===== config.mk =====
export PLATFORM = sky130hd
export DESIGN_NAME = edge_pattern_gen_flat
export DESIGN_NICKNAME = d
export VERILOG_FILES = /design/src/rtl/edge_pattern_gen_if.sv /design/src/rtl/edge_pattern_gen.sv /design/src/flat_wrapper.sv
export SDC_FILE = /design/constraint.sdc
export NUM_CORES = 1
export LEC_CHECK = 0
export ABC_CLOCK_PERIOD_IN_PS = 3500
export BUFFER_PORTS_ARGS = -buffer_cell sky130_fd_sc_hd__buf_2
export CORE_MARGIN = 2
export CORE_UTILIZATION = 57
export CTS_BUF_LIST = sky130_fd_sc_hd__clkbuf_16
export DETAILED_ROUTE_END_ITERATION = 8
export PLACE_DENSITY = 0.86
export SYNTH_ARGS = -nofsm -noshare
export SYNTH_HDL_FRONTEND = slang
export SYNTH_SLANG_ARGS = --single-unit

===== constraint.sdc =====
create_clock -name clk -period 3.5 [get_ports clk]
set_input_delay 0.35 -clock clk [delete_from_list [all_inputs] [get_ports clk]]
set_output_delay 0.35 -clock clk [all_outputs]
set_load 0.05 [all_outputs]

===== src/rtl/edge_pattern_gen_if.sv =====
// Command channel for edge_pattern_gen: a level and a hold time under valid/ready.
interface edge_pattern_gen_if #(
    parameter int unsigned CNT_W = 8
) ();
    logic             cmd_valid;
    logic             cmd_ready;
    logic             cmd_level;
    logic [CNT_W-1:0] cmd_hold;

    modport master (output cmd_valid, output cmd_level, output cmd_hold, input  cmd_ready);
    modport slave  (input  cmd_valid, input  cmd_level, input  cmd_hold, output cmd_ready);
endinterface


===== src/rtl/edge_pattern_gen.sv =====
// Drives x_out with commanded levels, each held at least MIN_HOLD cycles,
// and emits rise/fall strobes aligned with every transition.
module edge_pattern_gen #(
    parameter int unsigned CNT_W    = 8,
    parameter int unsigned MIN_HOLD = 2
) (
    input  logic                clk,
    input  logic                reset_n,
    edge_pattern_gen_if.slave   cmd,
    output logic                x_out,
    output logic                rise_pulse,
    output logic                fall_pulse,
    output logic                hold_clamped,
    output logic                busy
);

    localparam longint unsigned MAX_HOLD = (64'(1) << CNT_W) - 64'(1);

    if (MIN_HOLD < 2 || 64'(MIN_HOLD) > MAX_HOLD) begin : g_param_err
        $error("edge_pattern_gen: MIN_HOLD must lie in 2 .. 2**CNT_W-1");
    end

    // One-hot encoding leaves room for illegal codes, which fall back to IDLE.
    typedef enum logic [1:0] {
        ST_IDLE = 2'b01,
        ST_HOLD = 2'b10
    } state_e;

    state_e           state_q, state_d;
    logic [CNT_W-1:0] cnt_q, cnt_d;
    logic             x_q, x_d;
    logic             rise_q, rise_d;
    logic             fall_q, fall_d;
    logic             clamp_q, clamp_d;

    logic             short_hold;
    logic [CNT_W-1:0] eff_hold;

    assign short_hold = (cmd.cmd_hold < CNT_W'(MIN_HOLD));
    assign eff_hold   = short_hold ? CNT_W'(MIN_HOLD) : cmd.cmd_hold;

    // Next-state and output logic; strobes default low every cycle.
    always_comb begin
        state_d = state_q;
        cnt_d   = cnt_q;
        x_d     = x_q;
        rise_d  = 1'b0;
        fall_d  = 1'b0;
        clamp_d = 1'b0;
        case (state_q)
            ST_IDLE: begin
                if (cmd.cmd_valid) begin
                    x_d     = cmd.cmd_level;
                    rise_d  = cmd.cmd_level & ~x_q;
                    fall_d  = ~cmd.cmd_level & x_q;
                    clamp_d = short_hold;
                    cnt_d   = eff_hold - CNT_W'(1);
                    state_d = ST_HOLD;
                end
            end
            ST_HOLD: begin
                // Load is eff_hold-1, so HOLD spans eff_hold-1 cycles.
                if (cnt_q <= CNT_W'(1)) begin
                    cnt_d   = '0;
                    state_d = ST_IDLE;
                end else begin
                    cnt_d = cnt_q - CNT_W'(1);
                end
            end
            default: begin
                cnt_d   = '0;
                state_d = ST_IDLE;
            end
        endcase
    end

    always_ff @(posedge clk or negedge reset_n) begin
        if (!reset_n) begin
            state_q <= ST_IDLE;
            cnt_q   <= '0;
            x_q     <= 1'b0;
            rise_q  <= 1'b0;
            fall_q  <= 1'b0;
            clamp_q <= 1'b0;
        end else begin
            state_q <= state_d;
            cnt_q   <= cnt_d;
            x_q     <= x_d;
            rise_q  <= rise_d;
            fall_q  <= fall_d;
            clamp_q <= clamp_d;
        end
    end

    assign cmd.cmd_ready = (state_q == ST_IDLE);
    assign busy          = (state_q == ST_HOLD);
    assign x_out         = x_q;
    assign rise_pulse    = rise_q;
    assign fall_pulse    = fall_q;
    assign hold_clamped  = clamp_q;

endmodule


===== src/flat_wrapper.sv =====
// flat-port wrapper written by rule: the top's interface ports become plain ports
module edge_pattern_gen_flat 
#(
    parameter int unsigned CNT_W    = 8,
    parameter int unsigned MIN_HOLD = 2
)
  (clk, reset_n, x_out, rise_pulse, fall_pulse, hold_clamped, busy, cmd_cmd_valid, cmd_cmd_level, cmd_cmd_hold, cmd_cmd_ready);
  edge_pattern_gen_if #(.CNT_W(CNT_W)) cmd_i ();
  input  logic clk;
  input  logic reset_n;
  output logic x_out;
  output logic rise_pulse;
  output logic fall_pulse;
  output logic hold_clamped;
  output logic busy;
  input wire logic [$bits(cmd_i.cmd_valid)-1:0] cmd_cmd_valid;
  input wire logic [$bits(cmd_i.cmd_level)-1:0] cmd_cmd_level;
  input wire logic [$bits(cmd_i.cmd_hold)-1:0] cmd_cmd_hold;
  output wire logic [$bits(cmd_i.cmd_ready)-1:0] cmd_cmd_ready;
  assign cmd_i.cmd_valid = cmd_cmd_valid;
  assign cmd_i.cmd_level = cmd_cmd_level;
  assign cmd_i.cmd_hold = cmd_cmd_hold;
  assign cmd_cmd_ready = cmd_i.cmd_ready;
  edge_pattern_gen #(.CNT_W(CNT_W), .MIN_HOLD(MIN_HOLD)) u_core (.clk(clk), .reset_n(reset_n), .cmd(cmd_i), .x_out(x_out), .rise_pulse(rise_pulse), .fall_pulse(fall_pulse), .hold_clamped(hold_clamped), .busy(busy));
endmodule

# Word level (Yosys, flattened, before mapping)
# Index checks and enable logic that the tools add are counted.
word_totals:
  ff_bits: 14
  word_cells: 33
  latchBits: 0
  mem_count: 0
  ram_bits: 0
  output_inout_bits: 6
  inputBits: 12
  romBits: 0
op_classes:
  shift: 0
  eq_ne: 4
  order_cmp: 2
  n_reduce_logical: 2
  n_addsub: 2
  n_div: 0
  bitwise_logic: 4
  muxes: 13
  multipliers: 0
op_table:
  columns: ["cell", "count"]
  rows:
  - ["$mux W8", 3]
  - ["$pmux W8 S2", 1]
  - ["$sub A8 B1 Y8 const B", 2]
  - ["$le A8 B1 Y1 const B", 1]
  - ["$lt A8 B2 Y1 const B", 1]
  - ["$mux W1", 6]
  - ["$mux W2", 2]
  - ["$pmux W2 S2", 1]
  - ["$reduce_and A2 Y1", 2]
  - ["$and A1 B1 Y1", 2]
  - ["$eq A2 B1 Y1 const B", 1]
  - ["$eq A2 B2 Y1 const B", 1]
  - ["$ne A2 B1 Y1 const B", 1]
  - ["$ne A2 B2 Y1 const B", 1]
  - ["$not A1 Y1", 2]

# Longest topological paths before layout
logic_depth:
  depth_word: 5
  mapped_depth: 8
  depth_no_buf: 8

# Worst setup path after synthesis
# Ideal clock, no wire load.
synth_path:
  path_type: "input port to flip-flop"
  start: "in cmd_cmd_hold[6]"
  end: "reg u_core.cnt_q[1]"
  path_buffers: 0
  path_stages: 8
  slack_ns: 1.051
  arrival_time_ns: 2.366
  cell_sequence: "or4_4 -> or4_4 -> nor2b_1 -> ha_1 -> or3b_2 -> o21ai_0 -> nand2_1 -> o21ai_0"
synth_between:
  elab_chain_len: 5
synth_lines:
  columns: ["element", "line_no", "text"]
  rows:
  - ["start: declaration", "flat_wrapper.sv:18", "input wire logic [$bits(cmd_i.cmd_hold)-1:0] cmd_cmd_hold;"]
  - ["$lt A8 B2 Y1", "edge_pattern_gen.sv:39", "assign short_hold = (cmd.cmd_hold < CNT_W'(MIN_HOLD));"]
  - ["$mux W8", "edge_pattern_gen.sv:40", "assign eff_hold = short_hold ? CNT_W'(MIN_HOLD) : cmd.cmd_hold;"]
  - ["$sub A8 B1 Y8", "edge_pattern_gen.sv:57", "cnt_d = eff_hold - CNT_W'(1);"]
  - ["$mux W8", "edge_pattern_gen.sv:52", "if (cmd.cmd_valid) begin"]
  - ["$pmux W8 S2", "edge_pattern_gen.sv:50", "case (state_q)"]
  - ["end signal: assignment", "edge_pattern_gen.sv:87", "cnt_q <= cnt_d;"]
  - ["end: declaration", "edge_pattern_gen.sv:30", "logic [CNT_W-1:0] cnt_q, cnt_d;"]
# Every way passes these cells. The select of a mux whose other input is x is not followed.
# A chain may end at the register's enable or synchronous reset.

# Final worst setup path
layout_path:
  start: "in cmd_cmd_hold[6]"
  end: "reg u_core.cnt_q[6]"
layout_between:
  elab_chain_len: 5
layout_lines:
  columns: ["element", "line_no"]
  rows:
  - ["$lt A8 B2 Y1", "edge_pattern_gen.sv:39"]
  - ["$mux W8 *", "edge_pattern_gen.sv:40"]
  - ["$sub A8 B1 Y8 *", "edge_pattern_gen.sv:57"]
  - ["$mux W8 *", "edge_pattern_gen.sv:52"]
  - ["$pmux W8 S2 *", "edge_pattern_gen.sv:50"]
# Every way passes the cells marked *; elsewhere a longest branch is shown, timed or not. The select of a mux whose other input is x is not followed.

==> results.toml <==
[floorplanning]
fp.dieW_um = 44.5
number_of_top_level_pins = 18
floorplan.die_area_mm2 = 0.00198
core.rowCount = 14
fp.dieH_um = 44.5
placeableCoreArea_mm2 = 0.00152
effective_utilization_at_floorplan_pct = 61.5

[synth]
ys_seq_elements = 14
synth_largest_area_cell = "dfrtp_1"
main_combinational_cell_family_by_area_after_synthesis = "simple AND/OR/NAND/NOR gates"
synthSimpleGateAreaFrac_pct = 26.0
yosys.area.top_type_share_pct = 34.7
netlist_top_cells_area = "dfrtp_1, ha_1, o211ai_1"
post_synth_fa_ha_maj_area_fraction_pct = 6.68
synth.avg_cell_area_um2 = 9.10
synthDistinctLibCells = 36
synth_compound_gate_area_share_pct = 22.4
post_synth_instance_area_um2 = 937
synth_xor_xnor_area_share_pct = 3.74
post_synth_mux_area_share_pct = 1.20
synth-seq-area-share_pct = 37.5
synth_fp_nets = 120
ys_warn_count = 0
syn_inst = 103

[routing]
antenna_left = 0
via_count = 916
route.detailed.drc = 0
wire_length_per_cell_after_detailed_routing_um = 16.9
total_wirelength_of_the_detailed_routed_design_um = 2340
detail_route.iter0.violations = 51
avgViaCountPerCell = 6.59
drtPass1Iterations = 4

[worst_setup_path]
path_class = "primary input to register"
crit_path_top_delay_cell = "or4_4"
cp_cell_sequence = "buf_2 > or4_4 > or4_4 > nand2_2 > ha_1 > nor3b_1 > nor3b_1 > xnor2_1 > o211ai_1"
crit_buf_inv = 1
critical_path_peak_fanout = 4
timing.critical_path.to_type = "register"
cpPeakStageDelay_ns = 0.56
worst_ep_arrival_time_ns = 2.66
critical_path.top_delay_family = "simple AND/OR/NAND/NOR gates"
start_kind = "primary input"
worst_ep_required_time_ns = 3.60

[power]
power.sequential.fraction_pct = 29.2
peakVddDrop_v = 0.000562
pwr-share-clk_pct = 20.9
total_power_mw = 1.03
comb_power_share_pct = 50.0
power_per_cell_area_mw_per_mm2 = 922
power_switching_share_pct = 46.3
netSwitchingPower_uw = 476
power.internal_uw = 553
static-leakage-power_nw = 0.502

[grt]
global_route.overflow_total = 0
grt_pass1_vias = 882
number_of_antenna_violations_at_the_first_check_in_global_routing = 0
gr-usage-all-layers_pct = 27.1
grt_max_degree = 15
global_route_wire_length_before_repair_um = 3860

[layout]
final_layout_size_suffix_gt1_share_pct = 22.8
register_area_um2 = 352
final_stage_net_count = 141
n_fill_cell = 119
area_growth_pct = 19.2
layoutNonFillerInstCount = 139
antennaDiodeCount = 0
multi_input_area_um2 = 563

[place]
io_buffers = 17
place.detailed.hpwl_um = 1660
dp.cells = 135
finalWeightedCongestion = 0.925

[cts]
worst_skew_pair.late_latency_ns = 0.24
cts_htree_levels = 1
cts_tree = "yes"
post_cts_buffers = 0
tritoncts.num_buffers = 3
cts-resized-gates = 0
ctsRootBufferMaster = "clkbuf_16"
cts-hold-fix-buffers = 0
cts_sinks = 14
clk_pin_slew_worst_paths_ns = 0.05
max-clock-path-buffers = 2

[timing]
timing_worst_slew_pin_value_ns = 0.657
hold_ws_ns = -0.00257
timing.final.setup_violations = 0
max_freq_mhz = 391
hold_viol_final = 8
fin_tns_setup_ns = 0
finalCriticalPeriod_ns = 2.56
post_route_fraction_of_the_period_consumed_by_the_critical_path_pct = 73.1
rsz0062_at_grt = "no"
final_max_slew_viol_count = 0
finalClockSkew_ns = 0.00257
slew_headroom_pct = 56.0

[run_status]
violations = "negative hold slack"
outcome = "finished, violations left"

[flow_run]
max_cap_violations = 0

[hold_path]
worstHoldPathType = "primary input to asynchronous set/reset pin"
==> synth_stat cells (all sizes together) <==
cell type	count
dfstp	1
and3	1
a221o	1
dfrtp	13
nand4	2
o311ai	2
nor4b	1
clkbuf	1
or4	3
inv	5
o211a	1
a21bo	1
a21oi	6
nor2b	3
nor2	8
o21ai	8
or3	1
nand3	2
or2	1
nor3b	5
xor2	1
nor4	2
o211ai	8
nand2	7
nand2b	2
or3b	1
xnor2	3
o41a	1
nor3	3
a21o	1
ha	5
o21a	1
mux2	1
a31oi	1
==> through the flow <==
step	setup WS, ns	util, %	cell area [um^2]
CTS	0.951	73.3	1120
global route	0.825	73.3	1120
floorplan	1.05	-	937
global placement	0.869	68.1	1040
detailed placement	0.785	68.1	1040
finish	0.941	73.3	1120
==> power by group through the flow <==
stage	clock (mW)	combinational, mW	sequential [mW]
after detailed placement	0	0.505	0.299
after CTS	0.219	0.510	0.298
after floorplan	0	0.355	0.314
after global routing	0.224	0.560	0.312
after global placement	0	0.480	0.296
final	0.215	0.515	0.300
==> cell families (layout without fill, tap and decap cells) <==
kind of cell               after synthesis  in the layout
and+or+nand+nor                         42             42
AOI/OAI and AO/OA                       31             31
DFF                                     14             14
buffers and inverters                    6             26
adders and majority gates                5              5
xor gates and xnor gates                 4              4
muxes                                    1              1
==> worst paths after layout <==
path	from	end	slack [ns]	cells after the start
setup / recovery	cmd_cmd_hold[6]	u_core.cnt_q[6]	0.94	9
hold / removal	reset_n	u_core.cnt_q[5]	-0.003	1
setup reg to reg	u_core.state_q[0]	u_core.cnt_q[0]	1.40	5
hold reg to reg	u_core.x_out	u_core.rise_pulse	0.48	1
max in group asynchronous	reset_n	u_core.state_q[0]	3.21	1
min in group clk	cmd_cmd_level	u_core.fall_pulse	0.28	2
==> state kept, by name (all words and copies together) (netlist names) <==
| signal | count |
|---|---|
| u_core.cnt_q | 8 |
| u_core.fall_pulse | 1 |
| u_core.hold_clamped | 1 |
| u_core.rise_pulse | 1 |
| u_core.state_q | 2 |
| u_core.x_out | 1 |
==> layout make-up <==
class | instances | area share, %
timing repair buffer | 17 | 7.61
tap | 16 | 1.79
clock inverter | 1 | 0.336
inverter | 5 | 1.68
sequential | 14 | 31.5
clock buffer | 3 | 6.72
multi-input combinational | 83 | 50.4
==> layout by cell type, fill, tap and decap left out, types with 3 or more instances in the layout <==
| master | netlist | layout |
|---|---|---|
| nor2_1 | 8 | 8 |
| xnor2_1 | 3 | 3 |
| nand2_1 | 6 | 6 |
| nor3_1 | 3 | 3 |
| buf_2 | 0 | 17 |
| ha_1 | 5 | 5 |
| nor3b_1 | 5 | 5 |
| clkbuf_16 | 0 | 3 |
| dfrtp_1 | 13 | 13 |
| a21oi_1 | 6 | 6 |
| inv_1 | 5 | 5 |
| o211ai_1 | 8 | 8 |
| o21ai_0 | 8 | 8 |
| nor2b_1 | 3 | 3 |
==> per-layer routing <==
| layer | track usage, % | vias to the layer above | part of all wire [%] |
|---|---|---|---|
| met1 | 33.1 | 432 | 39 |
| met5 | 0 | - | 0 |
| li1 | - | 430 | - |
| met4 | 10.9 | 0 | 2.7 |
| met3 | 4.49 | 6 | 7.4 |
| met2 | 47.0 | 48 | 51 |
Note: power is estimated with default switching activity, not from simulation.
